File: config.mk
export PLATFORM = sky130hd
export DESIGN_NAME = config_port_arbiter
export DESIGN_NICKNAME = d
export VERILOG_FILES = /design/src/rtl/config_port_arbiter.sv
export SDC_FILE = /design/constraint.sdc
export NUM_CORES = 1
export LEC_CHECK = 0
export ABC_AREA = 1
export CAP_MARGIN = 25
export CORE_MARGIN = 2
export CORE_UTILIZATION = 41
export DETAILED_ROUTE_END_ITERATION = 7
export GPL_TIMING_DRIVEN = 1
export PLACE_DENSITY = 0.73
export SYNTH_ARGS = -nofsm -noshare
export SYNTH_HDL_FRONTEND = slang
export SYNTH_SLANG_ARGS = --single-unit
File: constraint.sdc
create_clock -name CLK -period 4.8 [get_ports CLK]
set_input_delay 0.48 -clock CLK [delete_from_list [all_inputs] [get_ports CLK]]
set_output_delay 0.48 -clock CLK [all_outputs]
set_load 0.05 [all_outputs]
File: src/rtl/config_port_arbiter.sv
// config_port_arbiter
// Shares the single fabric configuration write port between requester A
// (UART loader) and requester B (parallel/CPU loader). A requester keeps the
// port for a whole session. Every ownership change pulses FSM_Reset so the
// frame FSM resynchronises. Frame boundaries are tracked so that a release in
// the middle of a frame is flagged, and an owner that stops strobing is
// forcibly released after IdleTimeout granted cycles.
//
//   state      | meaning
//   -----------+----------------------------------------------------------
//   S_IDLE     | no owner; arbitrate among raised Active lines
//   S_RESYNC   | owner chosen, FSM_Reset high for this one cycle, Ready low
//   S_GRANTED  | owner's words forwarded to the frame FSM
//   S_HANDOVER | one dead cycle after release, no strobes, Ready low
//
// After reset, A gets the first pick when both requesters ask together.

module config_port_arbiter #(
   parameter int unsigned NumberOfRows = 20,
   parameter int unsigned desync_flag  = 20,
   parameter logic [31:0] SYNC_WORD    = 32'hFAB0FAB1,
   parameter int unsigned IdleTimeout  = 1024,
   parameter int unsigned TimeoutWidth = 16
) (
   input  logic        CLK,
   input  logic        reset,
   input  logic        A_Active,
   input  logic [31:0] A_WriteData,
   input  logic        A_WriteStrobe,
   output logic        A_Ready,
   input  logic        B_Active,
   input  logic [31:0] B_WriteData,
   input  logic        B_WriteStrobe,
   output logic        B_Ready,
   output logic [31:0] WriteData,
   output logic        WriteStrobe,
   output logic        FSM_Reset,
   output logic [1:0]  Owner,
   output logic        FrameAborted,
   output logic        TimeoutError
);

   localparam int unsigned RowWidth = $clog2(NumberOfRows + 1);
   localparam logic [RowWidth-1:0]     RowLoad  = RowWidth'(NumberOfRows);
   localparam logic [RowWidth-1:0]     RowLast  = RowWidth'(1);
   // Idle timer is a down-counter: loaded with IdleTimeout-1, release at zero.
   localparam logic [TimeoutWidth-1:0] IdleLoad = TimeoutWidth'(IdleTimeout - 1);

   localparam logic [1:0] OWN_NONE = 2'b00;
   localparam logic [1:0] OWN_A    = 2'b01;
   localparam logic [1:0] OWN_B    = 2'b10;

   typedef enum logic [1:0] {
      S_IDLE     = 2'd0,
      S_RESYNC   = 2'd1,
      S_GRANTED  = 2'd2,
      S_HANDOVER = 2'd3
   } state_t;

   typedef enum logic [1:0] {
      P_UNSYNC = 2'd0,
      P_HEADER = 2'd1,
      P_DATA   = 2'd2
   } phase_t;

   state_t                  state;
   phase_t                  phase;
   logic [RowWidth-1:0]     row_cnt;
   logic [TimeoutWidth-1:0] idle_cnt;
   logic                    prio_b;

   logic        owner_active;
   logic        owner_strobe;
   logic [31:0] owner_data;
   logic        idle_tc;
   logic        release_now;
   logic        port_open;
   logic        take;
   logic        grant_a;
   logic        grant_b;
   logic        enter_resync;

   // Select the current owner's request lines.
   always_comb begin
      owner_active = 1'b0;
      owner_strobe = 1'b0;
      owner_data   = '0;
      case (Owner)
         OWN_A: begin
            owner_active = A_Active;
            owner_strobe = A_WriteStrobe;
            owner_data   = A_WriteData;
         end
         OWN_B: begin
            owner_active = B_Active;
            owner_strobe = B_WriteStrobe;
            owner_data   = B_WriteData;
         end
         default: ;
      endcase
   end

   // Release is decided combinationally so Ready drops in the deciding cycle.
   assign idle_tc      = (idle_cnt == '0);
   assign release_now  = (state == S_GRANTED) && (!owner_active || idle_tc);
   assign port_open    = (state == S_GRANTED) && !release_now;
   assign A_Ready      = port_open && (Owner == OWN_A);
   assign B_Ready      = port_open && (Owner == OWN_B);
   assign take         = port_open && owner_strobe;

   // prio_b=1 means B wins a tie; it flips to the other side on every grant.
   assign grant_a      = A_Active && (!B_Active || !prio_b);
   assign grant_b      = B_Active && (!A_Active || prio_b);
   assign enter_resync = (state == S_IDLE) && (A_Active || B_Active);

   // Ownership FSM with registered Owner and FSM_Reset.
   always_ff @(posedge CLK) begin
      if (reset) begin
         state        <= S_IDLE;
         Owner        <= OWN_NONE;
         FSM_Reset    <= 1'b0;
         prio_b       <= 1'b0;
         FrameAborted <= 1'b0;
         TimeoutError <= 1'b0;
      end else begin
         FSM_Reset <= 1'b0;
         case (state)
            S_IDLE: begin
               if (grant_a) begin
                  Owner     <= OWN_A;
                  prio_b    <= 1'b1;
                  FSM_Reset <= 1'b1;
                  state     <= S_RESYNC;
               end else if (grant_b) begin
                  Owner     <= OWN_B;
                  prio_b    <= 1'b0;
                  FSM_Reset <= 1'b1;
                  state     <= S_RESYNC;
               end
            end
            S_RESYNC: begin
               state <= S_GRANTED;
            end
            S_GRANTED: begin
               if (release_now) begin
                  state <= S_HANDOVER;
                  if (idle_tc) begin
                     TimeoutError <= 1'b1;
                  end
                  if (phase == P_DATA) begin
                     FrameAborted <= 1'b1;
                  end
               end
            end
            S_HANDOVER: begin
               Owner <= OWN_NONE;
               state <= S_IDLE;
            end
            default: begin
               Owner <= OWN_NONE;
               state <= S_IDLE;
            end
         endcase
      end
   end

   // Forward accepted owner words with one cycle of latency; data holds otherwise.
   always_ff @(posedge CLK) begin
      if (reset) begin
         WriteData   <= '0;
         WriteStrobe <= 1'b0;
      end else begin
         WriteStrobe <= take;
         if (take) begin
            WriteData <= owner_data;
         end
      end
   end

   // Idle down-counter: reloads on every accepted word and outside GRANTED, stops at zero.
   always_ff @(posedge CLK) begin
      if (reset) begin
         idle_cnt <= IdleLoad;
      end else if ((state != S_GRANTED) || take) begin
         idle_cnt <= IdleLoad;
      end else if (!idle_tc) begin
         idle_cnt <= idle_cnt - 1'b1;
      end
   end

   // Frame phase tracker, advanced only by accepted words; restarts for each new owner.
   always_ff @(posedge CLK) begin
      if (reset) begin
         phase   <= P_UNSYNC;
         row_cnt <= '0;
      end else if (enter_resync) begin
         phase   <= P_UNSYNC;
         row_cnt <= '0;
      end else if (take) begin
         case (phase)
            P_UNSYNC: begin
               if (owner_data == SYNC_WORD) begin
                  phase <= P_HEADER;
               end
            end
            P_HEADER: begin
               if (owner_data[desync_flag]) begin
                  phase <= P_UNSYNC;
               end else begin
                  phase   <= P_DATA;
                  row_cnt <= RowLoad;
               end
            end
            P_DATA: begin
               if (row_cnt == RowLast) begin
                  phase <= P_HEADER;
               end
               row_cnt <= row_cnt - 1'b1;
            end
            default: phase <= P_UNSYNC;
         endcase
      end
   end

endmodule
==> results of run 1 <==
[flip-flops by register name, summed over array words and instances (netlist names)]
signal / cells
WriteData: 32
FSM_Reset: 1
TimeoutError: 1
state: 2
Owner: 2
prio_b: 1
FrameAborted: 1
idle_cnt: 16
phase: 2
WriteStrobe: 1
row_cnt: 5
[layer usage]
| metal | up-vias | wire length [um] | track usage, % |
|---|---|---|---|
| met2 | 118 | 4280 | 34.9 |
| met4 | 0 | 174 | 8.21 |
| met1 | 1584 | 4020 | 25.4 |
| met5 | - | 0 | 0 |
| met3 | 16 | 793 | 7.34 |
| li1 | 1851 | - | - |
[cells in the final DEF (no fill, tap or decap)]
master,synthesis,layout
nand3_1,18,18
xnor2_1,3,3
buf_4,1,2
xor2_1,7,7
nand4_1,4,4
o211a_1,2,2
nand2_2,1,1
clkbuf_1,4,3
nand2_1,173,173
a211oi_1,1,1
a21oi_1,25,25
nor2_2,4,4
o21ai_0,26,26
nor2_1,105,105
clkinv_2,0,2
nor3_1,7,7
o21a_1,1,1
a31oi_1,1,1
nand4_4,1,1
inv_2,2,2
or2_2,1,1
a21oi_2,1,1
o211ai_1,1,1
inv_1,32,32
dfxtp_1,64,64
o21ai_1,13,13
nor4_1,2,2
clkdlybuf4s50_1,0,109
clkbuf_8,0,10
ha_1,9,9
clkinvlp_4,0,1
[metrics by stage]
stage          instances  cell area (um2)  setup slack (ns)  hold slack (ns)  utilization (%)
2_1_floorplan        526             3370              2.23            0.431                -
3_3_place_gp         720             4490              1.84            0.449             55.5
3_5_place_dp         720             4490              1.82            0.464             55.5
4_1_cts              736             4660              1.52            0.471             57.5
5_1_grt              736             4660              1.37            0.499             57.5
6_report             736             4660              1.54            0.471             57.5
[area by class of cell]
cell class	instances	area [um2]	share of cell area, %
Clock inverter	3	17.5	0.376
Tap cell	105	131	2.82
Timing Repair Buffer	111	1110	23.8
Inverter	34	128	2.74
Sequential cell	64	1280	27.5
Clock buffer	13	149	3.20
Multi-Input combinational cell	406	1840	39.6
[power by group through the flow]
| stage | sequential [mW] | combinational [mW] | clock (mW) |
|---|---|---|---|
| global placement | 0.577 | 0.399 | 0 |
| finish | 0.566 | 0.405 | 0.411 |
| detailed placement | 0.578 | 0.405 | 0 |
| floorplan | 0.599 | 0.245 | 0 |
| global route | 0.568 | 0.456 | 0.437 |
| CTS | 0.566 | 0.407 | 0.413 |
[kinds of logic after synthesis]
logic type	after synthesis	synth area share (%)
simple gates	316	37.5
compound gates	71	11.2
flops	64	38.0
buf+inv	56	7.28
xor+xnor	10	2.60
fa+ha+maj	9	3.34
[worst register-to-register path: cells and delay by family, from the launching register on]
kind,cells,cell delay [ns]
buf+inv,2,1.00
fa+ha+maj,1,0.18
compound gates,2,0.40
simple gates,3,0.74
flops,1,0.41
[worst max-delay path by stage]
stage / from / to / slack, ns / depth (start not counted)
2_1_floorplan: Owner[0] / A_Ready / 2.23 / 6
3_3_place_gp: A_Active / A_Ready / 1.84 / 6
3_5_place_dp: A_Active / A_Ready / 1.82 / 6
4_1_cts: Owner[1] / A_Ready / 1.52 / 7
5_1_grt: Owner[1] / B_Ready / 1.37 / 7
6_report: Owner[1] / A_Ready / 1.54 / 7
==> flow_metrics.py, run 1 <==
metrics = {
    "cts": {
        "clockRootBuffer": "clkbuf_8",
        "htreeDepth": 3,
        "cts_tree": "built",
        "cts.repair.resized": 0,
        "cts-buffers-inserted": 9,
        "cts_hold_repair.buffers": 0,
        "postCtsSetupBuffers": 0,
        "path_clk_slew_ns": 0.07,
        "cts_buffer_depth": 2,
        "numClockSinks": 64,
        "clk_latency_ns": 0.34,
    },
    "pwr": {
        "netSwitchingFraction_pct": 35.4,
        "combPwrFrac_pct": 29.3,
        "worst_ir_drop_vdd_mv": 0.122,
        "p_clk_share_pct": 29.7,
        "p_leak_nw": 1.98,
        "p_sw_mw": 0.489,
        "p_int_mw": 0.892,
        "seqPwrFrac_pct": 41.0,
        "power.total_mw": 1.38,
        "cellPowerDensity_nw_per_um2": 297,
    },
    "worst_setup_path": {
        "cp_data_arrival_time_ns": 2.78,
        "crit_fanout": 35,
        "path_cells": "ha_1, buf_4, nand2_1, a21oi_2, nand3_1, nor2_1, clkdlybuf4s50_1",
        "r2r_start": "Owner[1]",
        "ff2ff_setup_slack_ns": 1.97,
        "path_delay_family": "buffers and inverters",
        "slowest_stage": "clkdlybuf4s50_1",
        "cp-end-kind": "output port",
        "critPathRequiredTime_ns": 4.32,
        "worstSetupPathType": "reg -> out",
        "r2r_end": "WriteData[22]",
        "r2r_cells": 8,
        "critPathBufInv": 2,
        "start_kind": "flip-flop",
        "slowest_delay_ns": 0.81,
    },
    "run_status": {
        "status": "complete, no violations",
    },
    "route": {
        "drc_errors": 0,
        "dr.pass1.iters": 4,
        "avgViaCountPerCell": 4.85,
        "vias": 3569,
        "drtAntennaViolNets": 0,
        "routed_wl_um": 9270,
        "drt-wirelength-per-cell_um": 12.6,
        "drt_iter0_drc": 115,
    },
    "timing": {
        "setup_viol": 0,
        "finalSetupTns_ns": 0,
        "fin_crit_ns": 3.26,
        "fmax_mhz": 307,
        "final_max_slew_viol_count": 0,
        "min_period_over_period_pct": 67.9,
        "rsz0062_at_grt": "no",
        "skew_ns": 0.00976,
        "hold_viol_final": 0,
        "max_slew.worst_pin.slew_ns": 0.923,
        "slew_headroom_pct": 38.4,
    },
    "cells_and_area": {
        "antennaDiodeCount": 0,
        "area_delta_synth_final_pct": 38.2,
        "n_fill_cell": 781,
        "fin_nets": 705,
        "drive_above_1_share_pct": 3.96,
    },
    "global_route": {
        "grtUsageTotal_pct": 21.2,
        "gr-total-overflow": 0,
        "first_global_vias": 3296,
        "grt_start_max_net_pins": 39,
        "grt_antenna_before_repair": 0,
        "grt_pass1_wl_um": 14700,
    },
    "floorplanning": {
        "start_util_pct": 41.6,
        "die-height_um": 94.7,
        "coreArea_um2": 8090,
        "ios": 110,
        "die_w_um": 94.7,
        "rows": 33,
        "die_area_um2": 8960,
    },
    "logic_synthesis": {
        "avgSynthCellArea_um2": 6.41,
        "yosys_warnings": 0,
        "async_flop_share_pct": 0,
        "synth_top_cell_by_area": "dfxtp_1",
        "synth_top_area_share_pct": 38.0,
        "synth_common_cells": "173 x nand2_1, 105 x nor2_1, 64 x dfxtp_1",
        "synth_most_common_cell": "nand2_1",
        "ys_ff_latch": 64,
        "synthesis.area_um2": 3370,
        "syn_nets": 605,
        "yosys-top-cells-area": "dfxtp_1 38%, nand2_1 19%, nor2_1 12%",
        "synthFlopType": "dfxtp_1",
        "synth_cell_types": 30,
        "netlist_instances": 526,
        "synth_sequential_area_ratio_pct": 38.0,
        "synth_edf_count": 0,
    },
    "min_path": {
        "min_to": "row_cnt[1]",
        "hold_start": "row_cnt[1]",
        "hold_path_class": "reg -> reg",
        "worstHoldPathCells": 2,
    },
    "place": {
        "dp_hpwl_um": 6860,
        "gp_congestion": 0.914,
        "portBuffers": 109,
    },
    "flow_run": {
        "cap_violations": 0,
    },
}
(Power assumes the default switching activity.)
==> run 2, diff against run 1 <==
==> constraint.sdc (replaced) <==
create_clock -name CLK -period 3.3 [get_ports CLK]
set_input_delay 0.33 -clock CLK [delete_from_list [all_inputs] [get_ports CLK]]
set_output_delay 0.33 -clock CLK [all_outputs]
set_load 0.05 [all_outputs]
==> run 2 against run 1 <==
Core utilization up 0.26 points. Via count up 0.53%. Wire length shrank 1.1%. Sequential power grew 45%. Global-route usage is essentially flat. Cell count grew 0.14%. Critical endpoint is now B_Ready. Largest power group unchanged.
==> flow_metrics.py, run 2 (synthesis gave the netlist of run 1 again) <==
metrics = {
    "timing": {
        "setup_viol": 0,
        "final_max_slew_viol_count": 0,
        "fmax_mhz": 410,
        "skew_ns": 0.00661,
        "finalSetupTns_ns": 0,
        "min_period_over_period_pct": 74.0,
        "holdWs_ns": 0.461,
        "slew_headroom_pct": 35.7,
        "fin_crit_ns": 2.44,
        "rsz0062_at_grt": "no",
        "hold_viol_final": 0,
        "max_slew.worst_pin.slew_ns": 0.964,
    },
    "floorplanning": {
        "die-height_um": 94.7,
        "die_area_um2": 8960,
        "ios": 110,
        "coreArea_um2": 8090,
        "rows": 33,
        "start_util_pct": 41.6,
        "die_w_um": 94.7,
    },
    "cts": {
        "htreeDepth": 3,
        "cts-buffers-inserted": 9,
        "cts_buffer_depth": 2,
        "clockRootBuffer": "clkbuf_8",
        "clk_latency_ns": 0.34,
        "path_clk_slew_ns": 0.07,
        "cts.repair.resized": 0,
        "cts_tree": "built",
        "cts_hold_repair.buffers": 0,
        "postCtsSetupBuffers": 0,
        "numClockSinks": 64,
    },
    "cells_and_area": {
        "n_fill_cell": 789,
        "layout_commonest_cell": "nand2_1",
        "area_delta_synth_final_pct": 38.8,
        "drive_above_1_share_pct": 4.59,
        "fin_nets": 706,
        "antennaDiodeCount": 0,
        "largest_reg_flops": 32,
        "top_register": "WriteData",
        "layout_common_cells": "173 x nand2_1, 107 x clkdlybuf4s50_1, 105 x nor2_1",
        "reg_top3": "WriteData x32, idle_cnt x16, row_cnt x5",
        "regArea_um2": 1280,
        "multi_input_area_um2": 1840,
    },
    "route": {
        "avgViaCountPerCell": 4.87,
        "drtAntennaViolNets": 0,
        "routed_wl_um": 9170,
        "vias": 3588,
        "drt_iter0_drc": 157,
        "drc_errors": 0,
        "drt-wirelength-per-cell_um": 12.4,
        "dr.pass1.iters": 4,
    },
    "pwr": {
        "netSwitchingFraction_pct": 34.3,
        "seqPwrFrac_pct": 40.2,
        "p_clk_share_pct": 30.5,
        "worst_ir_drop_vdd_mv": 0.185,
        "p_leak_nw": 2.00,
        "p_int_mw": 1.34,
        "p_sw_mw": 0.701,
        "cellPowerDensity_nw_per_um2": 437,
        "combPwrFrac_pct": 29.3,
    },
    "global_route": {
        "first_global_vias": 3351,
        "grt_pass1_wl_um": 14900,
        "gr-total-overflow": 0,
        "grt_start_max_net_pins": 39,
        "grtUsageTotal_pct": 21.2,
        "grt_antenna_before_repair": 0,
    },
    "worst_setup_path": {
        "crit_fanout": 9,
        "r2r_cells": 7,
        "critPathRequiredTime_ns": 2.97,
        "worstSetupPathType": "reg -> out",
        "cp_data_arrival_time_ns": 2.11,
        "cp-end-kind": "output port",
        "start_kind": "flip-flop",
    },
    "flow_run": {
        "cap_violations": 0,
    },
    "run_status": {
        "status": "complete, no violations",
    },
    "min_path": {
        "hold_path_class": "reg -> reg",
        "worstHoldPathCells": 2,
    },
    "place": {
        "portBuffers": 109,
        "gp_congestion": 0.886,
        "dp_hpwl_um": 6860,
    },
}
run 2: power by group through the flow:
stage                     clock network (mW)  registers (mW)  logic [mW]
after detailed placement                   0           0.840       0.598
after floorplan                            0           0.871       0.356
after CTS                              0.634           0.822       0.603
after global placement                     0           0.838       0.589
final                                  0.623           0.822       0.599
after global routing                   0.668           0.826       0.671
run 2: layout make-up:
cell class,instances,share of cell area (%)
Timing Repair Buffer,112,23.7
Tap cell,105,2.81
Sequential cell,64,27.4
Clock buffer,14,3.69
Multi-Input combinational cell,406,39.4
Clock inverter,2,0.268
Inverter,34,2.73
run 2: per-stage QoR:
step           utilization (%)  cell area (um2)  cells  total power [mW]  setup slack (ns)
2_1_floorplan                -             3370    526              1.23             0.877
3_3_place_gp              55.5             4490    721              1.43             0.956
3_5_place_dp              55.5             4490    721              1.44             0.915
4_1_cts                   57.8             4680    737              2.06             0.859
5_1_grt                   57.8             4680    737              2.16             0.657
6_report                  57.8             4680    737              2.04             0.859
run 2: worst max-delay path, stage by stage (launching register included):
cell     delay (ns)
dfxtp_1        0.38
ha_1           0.43
nand2_1        0.12
a21oi_2        0.25
nand3_1        0.19
nor2_1         0.18
buf_4          0.22
run 2: worst paths after layout:
check	end	slack, ns	start
min reg2reg	row_cnt[1]	0.46	row_cnt[1]
max	B_Ready	0.86	Owner[0]
max reg2reg	WriteData[22]	0.90	Owner[0]
min	row_cnt[1]	0.46	row_cnt[1]
run 2: layer usage:
metal / GRT usage, % / share of wire, %
met5: 0 / 0
met4: 8.33 / 1.5
met3: 6.54 / 8.3
met2: 34.5 / 45
met1: 26.2 / 45
